[src/rtl/gshare_pkg.sv]
// Shared constants for the gshare predictor and its trace driver: FSM encoding,
// default address width and trace word layout.
package gshare_pkg;

  typedef enum logic [2:0] {
    S_IDLE    = 3'd0,
    S_FETCH   = 3'd1,
    S_PREDICT = 3'd2,
    S_UPDATE  = 3'd3,
    S_DONE    = 3'd4
  } state_e;

  localparam int DEF_ADDR_W  = 11;
  localparam int OUTCOME_BIT = DEF_ADDR_W;

endpackage

[src/rtl/gshare_trace_driver_sat_counter.sv]
// Saturating counter with synchronous clear; clear wins over increment.
module sat_counter #(
  parameter int W = 32
) (
  input  logic         clk,
  input  logic         reset,
  input  logic         clr,
  input  logic         inc,
  output logic [W-1:0] q
);

  logic [W-1:0] q_q, q_d;

  always_comb begin
    q_d = q_q;
    if (clr)                  q_d = '0;
    else if (inc && ~&q_q)    q_d = q_q + W'(1);
  end

  always_ff @(posedge clk) begin
    if (!reset) q_q <= '0;
    else        q_q <= q_d;
  end

  assign q = q_q;

endmodule

[src/rtl/gshare_trace_driver.sv]
// Replays a {outcome, address} trace into a gshare predictor and scores it.
// Define GSHARE_TRACE_STREAK_EN to add the max_miss_streak output.
module gshare_trace_driver
  import gshare_pkg::*;
#(
  parameter int ADDR_W = DEF_ADDR_W,
  parameter int IDX_W  = 16,
  parameter int CNT_W  = 32
) (
  input  logic              clk,
  input  logic              reset,
  input  logic              start,
  input  logic [IDX_W-1:0]  trace_len,
  output logic              trace_rd,
  output logic [IDX_W-1:0]  trace_idx,
  input  logic [ADDR_W:0]   trace_data,
  output logic [ADDR_W-1:0] addr,
  input  logic              prediction,
  output logic              branch,
  output logic              upd_valid,
  output logic              busy,
  output logic              done,
  output logic [CNT_W-1:0]  n_total,
  output logic [CNT_W-1:0]  n_hit,
  output logic [CNT_W-1:0]  n_miss
`ifdef GSHARE_TRACE_STREAK_EN
  ,
  output logic [CNT_W-1:0]  max_miss_streak
`endif
);

  state_e              state_q, state_d;
  logic [IDX_W-1:0]    len_q, len_d, idx_q, idx_d;
  logic [ADDR_W-1:0]   addr_q, addr_d;
  logic                branch_q, branch_d;
  logic                trace_rd_q, trace_rd_d;
  logic                upd_valid_q, upd_valid_d;
  logic                busy_q, busy_d;
  logic                done_q, done_d;
  logic                start_acc, do_upd, hit;

  always_comb begin
    state_d   = state_q;
    len_d     = len_q;
    idx_d     = idx_q;
    addr_d    = addr_q;
    branch_d  = branch_q;
    start_acc = 1'b0;
    do_upd    = 1'b0;
    case (state_q)
      S_IDLE: if (start) begin
        start_acc = 1'b1;
        len_d     = trace_len;
        idx_d     = '0;
        state_d   = (trace_len == '0) ? S_DONE : S_FETCH;
      end
      S_FETCH: state_d = S_PREDICT;
      S_PREDICT: begin
        addr_d   = trace_data[ADDR_W-1:0];
        branch_d = trace_data[ADDR_W];
        state_d  = S_UPDATE;
      end
      S_UPDATE: begin
        do_upd = 1'b1;
        if (idx_q == len_q - IDX_W'(1)) state_d = S_DONE;
        else begin
          idx_d   = idx_q + IDX_W'(1);
          state_d = S_FETCH;
        end
      end
      S_DONE:  state_d = S_IDLE;
      default: state_d = S_IDLE;
    endcase
    // Strobes are registered, so they are decoded from the next state; done
    // trails the DONE state by one cycle.
    trace_rd_d  = (state_d == S_FETCH);
    upd_valid_d = (state_d == S_UPDATE);
    busy_d      = (state_d == S_FETCH) || (state_d == S_PREDICT) || (state_d == S_UPDATE);
    done_d      = (state_q == S_DONE);
  end

  always_ff @(posedge clk) begin
    if (!reset) begin
      state_q     <= S_IDLE;
      len_q       <= '0;
      idx_q       <= '0;
      addr_q      <= '0;
      branch_q    <= 1'b0;
      trace_rd_q  <= 1'b0;
      upd_valid_q <= 1'b0;
      busy_q      <= 1'b0;
      done_q      <= 1'b0;
    end else begin
      state_q     <= state_d;
      len_q       <= len_d;
      idx_q       <= idx_d;
      addr_q      <= addr_d;
      branch_q    <= branch_d;
      trace_rd_q  <= trace_rd_d;
      upd_valid_q <= upd_valid_d;
      busy_q      <= busy_d;
      done_q      <= done_d;
    end
  end

  // branch_q holds the registered outcome throughout UPDATE.
  assign hit = (prediction == branch_q);

  sat_counter #(.W(CNT_W)) u_total (.clk(clk), .reset(reset), .clr(start_acc), .inc(do_upd),         .q(n_total));
  sat_counter #(.W(CNT_W)) u_hit   (.clk(clk), .reset(reset), .clr(start_acc), .inc(do_upd & hit),   .q(n_hit));
  sat_counter #(.W(CNT_W)) u_miss  (.clk(clk), .reset(reset), .clr(start_acc), .inc(do_upd & ~hit),  .q(n_miss));

`ifdef GSHARE_TRACE_STREAK_EN
  logic [CNT_W-1:0] cur_streak;
  // cur never exceeds max, so max(max, cur+1) grows exactly when cur == max.
  sat_counter #(.W(CNT_W)) u_cur (.clk(clk), .reset(reset), .clr(start_acc | (do_upd & hit)),
                                  .inc(do_upd & ~hit), .q(cur_streak));
  sat_counter #(.W(CNT_W)) u_max (.clk(clk), .reset(reset), .clr(start_acc),
                                  .inc(do_upd & ~hit & (cur_streak == max_miss_streak)),
                                  .q(max_miss_streak));
`endif

  assign trace_rd  = trace_rd_q;
  assign trace_idx = idx_q;
  assign addr      = addr_q;
  assign branch    = branch_q;
  assign upd_valid = upd_valid_q;
  assign busy      = busy_q;
  assign done      = done_q;

endmodule

[config.mk]
export PLATFORM = sky130hd
export DESIGN_NAME = gshare_trace_driver
export DESIGN_NICKNAME = d
export VERILOG_FILES = /design/src/rtl/gshare_pkg.sv /design/src/rtl/gshare_trace_driver_sat_counter.sv /design/src/rtl/gshare_trace_driver.sv
export SDC_FILE = /design/constraint.sdc
export NUM_CORES = 1
export LEC_CHECK = 0
export CORE_MARGIN = 5
export CORE_UTILIZATION = 52
export CTS_BUF_LIST = sky130_fd_sc_hd__clkbuf_4
export CTS_CLUSTER_SIZE = 30
export DETAILED_ROUTE_END_ITERATION = 10
export HOLD_SLACK_MARGIN = 0.12
export MAX_ROUTING_LAYER = met4
export PLACE_DENSITY = 0.8
export SYNTH_ARGS = -nofsm -noshare
export SYNTH_HDL_FRONTEND = slang
export SYNTH_SLANG_ARGS = --single-unit
export TNS_END_PERCENT = 20
[constraint.sdc]
create_clock -name clk -period 3.23 [get_ports clk]
set_input_delay 0.646 -clock clk [delete_from_list [all_inputs] [get_ports clk]]
set_output_delay 0.646 -clock clk [all_outputs]
set_load 0.05 [all_outputs]
# Word-level counts from Yosys, hierarchy flattened
# Cells that the tools add are included.
dict set report word_totals {
  out_inout_bits 128
  ff_bits 147
  elab_cells 59
}
dict set report op_classes {
  n_reduce_logical 17
  n_addsub 5
  eq_ne 11
  bitwise_logic 4
  n_mux 10
}
# op n
set op_table {}
lappend op_table {{$add 32x1->32 const B} 3}
lappend op_table {{$reduce_and 32->1} 3}
lappend op_table {{$mux 16} 2}
lappend op_table {{$pmux 16 s2} 1}
lappend op_table {{$add 16x1->16 const B} 1}
lappend op_table {{$eq 16x16->1} 1}
lappend op_table {{$logic_not 16->1} 1}
lappend op_table {{$sub 16x1->16 const B} 1}
lappend op_table {{$eq 3x2->1 const B} 4}
lappend op_table {{$pmux 3 s4} 1}
lappend op_table {{$mux 3} 3}
lappend op_table {{$eq 3x1->1 const B} 2}
lappend op_table {{$ne 2x2->1 const B} 2}
lappend op_table {{$eq 3x3->1 const B} 1}
lappend op_table {{$logic_and 1x1->1} 3}
lappend op_table {{$logic_not 1->1} 3}
lappend op_table {{$logic_not 3->1} 1}
lappend op_table {{$mux 1} 3}
lappend op_table {{$reduce_and 3->1} 1}
lappend op_table {{$and 1x1->1} 2}
lappend op_table {{$logic_or 1x1->1} 2}
lappend op_table {{$not 1->1} 2}
lappend op_table {{$reduce_and 2->1} 1}
lappend op_table {{$reduce_bool 2->1} 1}
lappend op_table {{other kinds (2)} 2}

# Depth between registers and ports, before layout
# Gate-level depths: netlist of run 1.
dict set report logic_depth {
  depth_word 7
  mapped_depth 12
}

# Modules after synthesis
# From an unflattened synthesis of run 1, not the netlist that was laid out.
dict set report unflattened {
  hier_cells 972
  hier_area_um2 7743.7
}
# mod area_each_um2 n_inst cells_each
set by_module_without_submodules {}
lappend by_module_without_submodules {sat_counter 1634.1 3 203}
lappend by_module_without_submodules {gshare_trace_driver 2841.5 1 363}

# Least setup slack after synthesis of run 1
# No wires, ideal clock.
dict set report synth_timing {
  path_type {register to register}
  startpoint {register len_q[3]}
  endpoint {register idx_q[2], in the netlist trace_idx[2]}
  t_arrival_ps 2830
  t_required_ps 3108
  path_stages_with_launch 10
  path_slack_ps 278
  synth_period_minus_slack_ps 2952
  setup_ps 122
  cell_sequence {dfxtp_1 -> buf_2 -> or4_4 -> or3_1 -> or3_1 -> a221o_1 -> nor4_4 -> buf_6 -> nor3_1 -> a311o_1}
}
dict set report synth_via {
  elab_chain_len 4
}
# item line_no
set synth_rtl {}
lappend synth_rtl {{from (decl)} gshare_trace_driver.sv:33} ;# logic [IDX_W-1:0] len_q, len_d, idx_q, idx_d;
lappend synth_rtl {{from (signal assigned)} gshare_trace_driver.sv:95} ;# len_q <= len_d;
lappend synth_rtl {{$sub 16x1->16} gshare_trace_driver.sv:65} ;# if (idx_q == len_q - IDX_W'(1)) state_d = S_DONE;
lappend synth_rtl {{$eq 16x16->1} gshare_trace_driver.sv:65}
lappend synth_rtl {{$ne 2x2->1 (no line)} n/a}
lappend synth_rtl {{$reduce_and 3->1 (no line)} n/a}
lappend synth_rtl {{to (signal assigned)} gshare_trace_driver.sv:96} ;# idx_q <= idx_d;
lappend synth_rtl {{to (decl)} gshare_trace_driver.sv:33}
# No other way between the ends.
# A chain may end at the register's enable or synchronous reset.

# Worst setup path after layout of run 1
dict set report layout_timing {
  startpoint {register len_q[3]}
  endpoint {register idx_q[10], in the netlist trace_idx[10]}
}
# The elaborated chain is that of the path after synthesis.

==> impl_results.md, run 1 <==
- CTS H-tree depth: 4
- PD cells: 398 mW/mm2
- Status: complete, no violations
- Share of cells above drive strength 1: 5.02%
- Worst skew pair latency: 0.55 ns
- #FFs+latches synth: 147
- Total CTS buffers: 17
- CP endpoint kind: flop
- Cts hold-fix bufs: 0
- Initial Util: 52.9%
- Post-DR vias/cell: 5.43
- Worst Skew: 0.0118 ns
- Initial DRC count: 399
- Synth Area in Simple Gates: 30.2%
- Synth unique cells: 55
- Final setup vio count: 0
- Final ANT Viol Nets: 0
- Leakage: 2.95 nW
- Critical path peak fanout: 15
- IO Port Bufs: 159
- Top-area cell type share of the netlist area: 42.0%
- Min Hold Slack: 0.468 ns
- Sequential-to-total area share from yosys stat: 42.0%
- Xor and xnor area share after synthesis: 12.0%
- Drt pass-1 iters: 5
- Setup CP Type: flop to flop
- Post-synth EDFFs: 0
- Syn Inst Count: 846
- Slowest Stage Delay on Critical Path: 0.58 ns
- Crit path time final: 3.02 ns
- Worst VDD drop: 0.000308 V
- Asr flop ratio synth: 0%
- Post-Route Setup TNS: 0 ns
- Max stage delay cell, worst path: or4_4
- Critical Path RT: 3.72 ns
- Die X: 126 um
- Synth area leader: dfxtp_1
- Final #Nets: 1040
- Compound-Gate Fraction of Synth Area: 10.9%
- Synth top area cells: dfxtp_1 42%, xnor2_1 6.5%, nand2_1 5.7%
- Critical path, cell by cell: or4_4 > or4_1 > nor2_1 > nor4_1 > o311ai_2 > nor4_4 > buf_4 > or4_1 > a21oi_1
- Worst hold stages: 2
- Drt wl/cell: 14.0 um
- Die area: 0.0159 mm2
- R2R cell count: 9
- Arr. time, crit path: 3.51 ns
- Fin. max-slew vios: 0
- Mux cell area share after synthesis: 1.14%
- GRT Total Usage: 21.1%
- Syn Area/Cell: 8.28 um2
- Final wirelength: 16.7 mm
- Hold Crit Class: flop to flop
- Root Buffer: clkbuf_4
- Initial antenna violation count: 0
- Synth Area in Adders: 0.893%
- Global route overflow: 0
- Worst-Margin Slew: 0.583 ns
- Finished Core Util: 68.2%
- Ports: 160
- Crit start category: flop
- First-pass GRT wire length: 27.5 mm
- Top cells by count, synth: 147 x dfxtp_1, 107 x nand2_1, 105 x nor2_1
- Peak Freq: 0.331 GHz
- Mapped cell area: 0.00700 mm2
- Fin. Hold Viols: 0
- Worst reg2reg path endpoint: trace_idx[10]$_SDFFE_PN0P_
- Cell with the most instances after synthesis: dfxtp_1
- FF/Latch Area: 0.00294 mm2
- RSZ-0062 raised after global routing: no
- P&R area growth vs syn: 28.9%
- CP endpoint: trace_idx[10]$_SDFFE_PN0P_
- Max Cap Viol: 0
- DP HPWL: 12.5 mm
- Reg2Reg Setup Slack: 0.21 ns
- Vias: 6469
- Worst R2R Start: len_q[3]$_SDFFE_PN0P_
- CTS resizes: 0
- Pin count of the biggest net entering global routing: 39
- Critical path launch point: len_q[3]$_SDFFE_PN0P_
- Die Ht: 126 um
- Fillers: 1126
- Clock sink count: 147
- Clock slew at reported path FFs: 0.12 ns
- Setup Buffers After CTS: 0
- # diodes: 0
- Largest family of logic cells by synthesized area: simple AND/OR/NAND/NOR gates
- Most used cell, CP: or4_1
- Tcrit/Tclk final: 93.5%
- Mapped Nets: 883
- Vias in the first global route: 5769
- CTS tree: built
- Worst-case clock buffer depth: 2
- Final Wtd Congestion: 0.900
- Synth Flop Type: dfxtp_1
- Slew headroom: 61.0%
- Total power: 3.59 mW
- Multi-input gate area: 0.00387 mm2
- Core area: 0.0132 mm2
- DRC: 0
- Yosys warns: 0
- # rows: 42
-- flip-flops by register name (all words and copies together), names as in the netlist --
register / count
trace_idx: 16
busy: 1
branch: 1
trace_rd: 1
len_q: 16
u_hit.q: 32
state_q: 3
u_total.q: 32
upd_valid: 1
addr: 11
done: 1
u_miss.q: 32
-- per-stage QoR --
stage                     worst slack [ns]  std cells  instance area [um2]
after floorplan                      0.278        846                 7000
after global routing                0.0751       1192                 9030
final                                0.211       1192                 9030
after detailed placement             0.227       1160                 8790
after global placement               0.303       1160                 8790
after CTS                            0.210       1192                 9030
-- logic make-up after synthesis --
family          after synthesis
flops                       147
buf+inv                      51
mux                           8
xor+xnor                     96
simple gates                420
compound gates              119
fa+ha+maj                     5
-- metal layers --
metal  routed length [um]  vias to the layer above  track usage [%]  share of wire (%)
met1                 7850                     2984             28.1                 47
met3                 1100                       21             5.29                6.6
li1                     -                     3282                -                  -
met2                 7560                      182             31.9                 45
met4                  227                        0             6.37                1.4
met5                    0                        -                -                  0
-- cell type report --
class / instances / share of cell area [%]
clock buffers: 19 / 1.58
clock inverters: 13 / 1.03
inverters: 16 / 0.665
multi-input cells: 648 / 42.9
flip-flops and latches: 147 / 32.6
well taps: 176 / 2.44
repair buffers: 173 / 18.8
-- power by group --
group	leakage, nW	internal [mW]	switching, mW
clock network	0.130	0.382	0.640
logic	1.63	0.252	0.392
registers	1.19	1.87	0.0576
total	2.95	2.50	1.09
-- worst max-delay path: cells and delay by family (launching register included) --
family	cells	cell delay [ns]
buf+inv	1	0.19
simple gates	6	1.88
flops	1	0.40
compound gates	2	0.50
-- how the worst min path moves through the flow --
stage                                start                endpoint  slack [ns]
floorplan           len_q[13]$_SDFFE_PN0P_  len_q[13]$_SDFFE_PN0P_        0.46
detailed placement    addr[7]$_SDFFE_PN0N_    addr[7]$_SDFFE_PN0N_        0.46
finish                addr[7]$_SDFFE_PN0N_    addr[7]$_SDFFE_PN0N_        0.47
global route          addr[7]$_SDFFE_PN0N_    addr[7]$_SDFFE_PN0N_        0.49
CTS                   addr[7]$_SDFFE_PN0N_    addr[7]$_SDFFE_PN0N_        0.47
global placement      addr[4]$_SDFFE_PN0N_    addr[4]$_SDFFE_PN0N_        0.45
-- layout by cell type (no fill, tap or decap), types with 16 or more instances in the layout --
cell type and count:
or3_1 28, xor2_1 44, o21ai_0 29, and3_1 18, inv_1 16, xnor2_1 52, nand4_1 27, dfxtp_1 147
nor2_1 105, a21boi_0 28, nor3_1 18, nand3_1 45, clkdlybuf4s50_1 159, clkbuf_4 19, a21oi_1 34, nor4_1 17
nand2_1 106
Note: power is estimated with default switching activity, not from simulation.
==> run 2: changes to the inputs <==
--- a/config.mk
+++ b/config.mk
@@ -6,14 +6,17 @@
 export NUM_CORES = 1
 export LEC_CHECK = 0
 export CORE_MARGIN = 5
-export CORE_UTILIZATION = 52
+export CORE_UTILIZATION = 58
 export CTS_BUF_LIST = sky130_fd_sc_hd__clkbuf_4
 export CTS_CLUSTER_SIZE = 30
 export DETAILED_ROUTE_END_ITERATION = 10
+export DONT_BUFFER_PORTS = 1
+export GPL_ROUTABILITY_DRIVEN = 0
 export HOLD_SLACK_MARGIN = 0.12
 export MAX_ROUTING_LAYER = met4
-export PLACE_DENSITY = 0.8
+export PLACE_DENSITY = 0.72
 export SYNTH_ARGS = -nofsm -noshare
 export SYNTH_HDL_FRONTEND = slang
+export SYNTH_HIERARCHICAL = 1
 export SYNTH_SLANG_ARGS = --single-unit
 export TNS_END_PERCENT = 20
==> run 2 against run 1 <==
- global-route usage up 5.8 points
- hold slack worse by 0.24 ns
- sequential power up 5%
- synthesized area up 11%
- core utilization fell by 3.2 points
- largest power group unchanged
- synthesized cell count grew 15%
- flip-flop and latch count stayed put
- critical path depth is 1 higher
==> impl_results.md, run 2 <==
- Fin. Hold Viols: 0 (unchanged)
- #FFs+latches synth: 147 (unchanged)
- Clock Power Share: 32.2% (+3.7 points)
- Worst Skew: 0.0202 ns (+0.00843 ns)
- CTS H-tree depth: 4 (unchanged)
- Initial antenna violation count: 0 (unchanged)
- Fillers: 1164 (+3.4%)
- # diodes: 0 (unchanged)
- Crit start category: flop
- Critical Path RT: 3.71 ns (about the same)
- Sequential-to-total area share from yosys stat: 38.0% (-4.0 points)
- Setup slack after layout: 0.225 ns (+0.0132 ns)
- Setup Buffers After CTS: 0 (unchanged)
- Ports: 160 (unchanged)
- Pre-CTS WS: 0.182 ns (-0.0446 ns)
- Die Ht: 126 um (-0.40%)
- Synth Flop Type: dfxtp_1
- Worst VDD drop: 0.000348 V (+13%)
- Clock sink count: 147 (unchanged)
- Mapped Nets: 1009 (+14%)
- Leakage: 2.77 nW (-6.0%)
- Asr flop ratio synth: 0% (unchanged)
- Worst-case clock buffer depth: 2 (unchanged)
- Final wirelength: 21.1 mm (+26%)
- RSZ-0062 raised after global routing: no
- Slew headroom: 53.1% (-7.9 points)
- Final ANT Viol Nets: 0 (unchanged)
- Tcrit/Tclk final: 93.0% (-0.41 points)
- Worst skew pair latency: 0.55 ns (about the same)
- Synth top area cells: dfxtp_1 38%, nand2_1 6.7%, a21oi_1 5.7%
- Arr. time, crit path: 3.49 ns (-0.02 ns)
- Cts hold-fix bufs: 0 (unchanged)
- Post-DR vias/cell: 6.36 (+17%)
- Power share of the combinational group: 13.9% (-4.1 points)
- Core area: 0.0132 mm2 (-0.40%)
- Global route overflow: 0 (unchanged)
- Hold Crit Class: primary input to flop
- # rows: 42 (unchanged)
- Sw Pwr: 1.11 mW (+2.1%)
- Post-synth EDFFs: 0 (unchanged)
- Peak Freq: 0.333 GHz (+0.44%)
- Leading cell type in the layout, fill and taps excluded: dfxtp_1
- Final setup vio count: 0 (unchanged)
- Setup CP Type: flop to flop
- Final #Nets: 1052 (+1.2%)
- GRT Total Usage: 27.0% (+5.8 points)
- IO Port Bufs: 0 (-100%)
- Status: complete, no violations
- Syn Inst Count: 972 (+15%)
- Max Cap Viol: 0 (unchanged)
- P&R area growth vs syn: 10.6%
- CTS tree: built
- Drt pass-1 iters: 5 (unchanged)
- Cell with the most instances after synthesis: dfxtp_1
- Synth unique cells: 64 (+16%)
- Sequential Power Share: 53.9% (+0.3 points)
- Share of cells above drive strength 1: 12.6% (+7.6 points)
- DP HPWL: 15.6 mm (+25%)
- Die area: 0.0158 mm2 (-0.80%)
- Vias in the first global route: 7314 (+27%)
- First-pass GRT wire length: 35.0 mm (+27%)
- Commonest cells after routing, fill and taps aside: 147 x dfxtp_1, 139 x nand2_1, 88 x a21oi_1, 64 x o21ai_0, 62 x buf_4
- Clock slew at reported path FFs: 0.13 ns (about the same)
- Root Buffer: clkbuf_4
- DRC: 0 (unchanged)
- Die X: 126 um (-0.40%)
- Multi-input gate area: 0.00458 mm2 (+18%)
- FF/Latch Area: 0.00294 mm2 (unchanged)
- Yosys warns: 6 (+6)
- Finished Core Util: 64.9% (-3.2 points)
- Total CTS buffers: 17 (unchanged)
- Non-Filler Instances: 1204 (+1.0%)
- Placed Cells: 1172 (+1.0%)
- PD cells: 434 mW/mm2 (+9.2%)
- Switching Fraction: 29.9% (-0.44 points)
- Top cells by count, synth: 147 x dfxtp_1, 139 x nand2_1, 88 x a21oi_1
- Mapped cell area: 0.00774 mm2 (+11%)
- Initial Util: 58.7% (+5.8 points)
- Initial DRC count: 570 (+43%)
- Top-area cell type share of the netlist area: 38.0% (-4.0 points)
- Drt wl/cell: 17.5 um (+25%)
- Vias: 7653 (+18%)
- Crit path time final: 3.01 ns (-0.0132 ns)
- CTS resizes: 0 (unchanged)
- Post-Route Setup TNS: 0 ns (unchanged)
- Worst-Margin Slew: 0.702 ns (+0.120 ns)
- Pint: 2.61 mW (+4.3%)
- Synth area leader: dfxtp_1
- Fin. max-slew vios: 0 (unchanged)
- CP endpoint kind: flop
- Critical path peak fanout: 14 (-1)
- Syn Area/Cell: 7.97 um2 (-3.8%)
- Pin count of the biggest net entering global routing: 46 (+18%)
[run 2: changes by cell type after synthesis, sizes merged, moves of 9 or more]
cell | before | now
o31ai | 5 | 25
a21o | 1 | 10
buf | 3 | 14
or4 | 11 | 27
and4 | 12 | 21
a21oi | 34 | 88
xnor2 | 52 | 14
nand4 | 27 | 37
nand2 | 107 | 139
or3 | 28 | 56
o21ai | 30 | 66
nor2 | 105 | 37
xor2 | 44 | 15
[run 2: final cells by class]
cell class / count / area share [%]
Multi-Input combinational cell: 768 / 53.4
Clock buffer: 20 / 1.75
Clock inverter: 12 / 1.61
Sequential cell: 147 / 34.4
Tap cell: 176 / 2.57
Inverter: 19 / 0.833
Timing Repair Buffer: 62 / 5.43
[run 2: final timing paths]
path                          from                        end  slack, ns  depth (start not counted)
min                          reset            busy$_SDFF_PN0_       0.23                          1
max reg2reg  len_q[0]$_SDFFE_PN0P_  trace_idx[8]$_SDFFE_PN0P_       0.22                         10
min reg2reg  state_q[2]$_SDFF_PN0_            done$_SDFF_PN0_       0.47                          2
max          len_q[0]$_SDFFE_PN0P_  trace_idx[8]$_SDFFE_PN0P_       0.22                         10
[run 2: power by group through the flow]
stage,combinational [mW],sequential [mW],clock (mW)
after floorplan,0.391,2.04,0
after global placement,0.486,2.04,0
after detailed placement,0.505,2.04,0
after CTS,0.508,2.00,1.23
after global routing,0.576,2.02,1.31
final,0.517,2.01,1.20
[run 2: cell families after synthesis]
logic type | after synthesis | synth area share, %
and+or+nand+nor | 479 | 34.7
AOI/OAI and AO/OA | 251 | 19.6
muxes | 4 | 0.517
buffers and inverters | 57 | 3.10
adders and majority gates | 5 | 0.808
xor gates and xnor gates | 29 | 3.28
DFF | 147 | 38.0
[run 2: stage by stage]
step	cell area (um2)	hold slack [ns]	power (mW)
2_1_floorplan	7740	0.436	2.43
3_3_place_gp	8260	0.459	2.53
3_5_place_dp	8260	0.457	2.55
4_1_cts	8550	0.171	3.74
5_1_grt	8570	0.183	3.90
6_report	8570	0.225	3.72
[run 2: worst max-delay path, stage by stage, from the launching register on]
cell     delay [ns]
dfxtp_1        0.38
inv_1          0.08
ha_1           0.28
or4b_4         0.55
or4b_1         0.54
a21oi_1        0.14
o32a_2         0.20
nand4_4        0.18
buf_4          0.27
a21o_1         0.17
a21oi_1        0.13
[run 2: routing by layer]
metal	share of wire [%]	GRT usage, %
met5	0	-
met4	2.6	11.0
met1	41	31.4
met2	49	44.2
met3	7.2	7.25
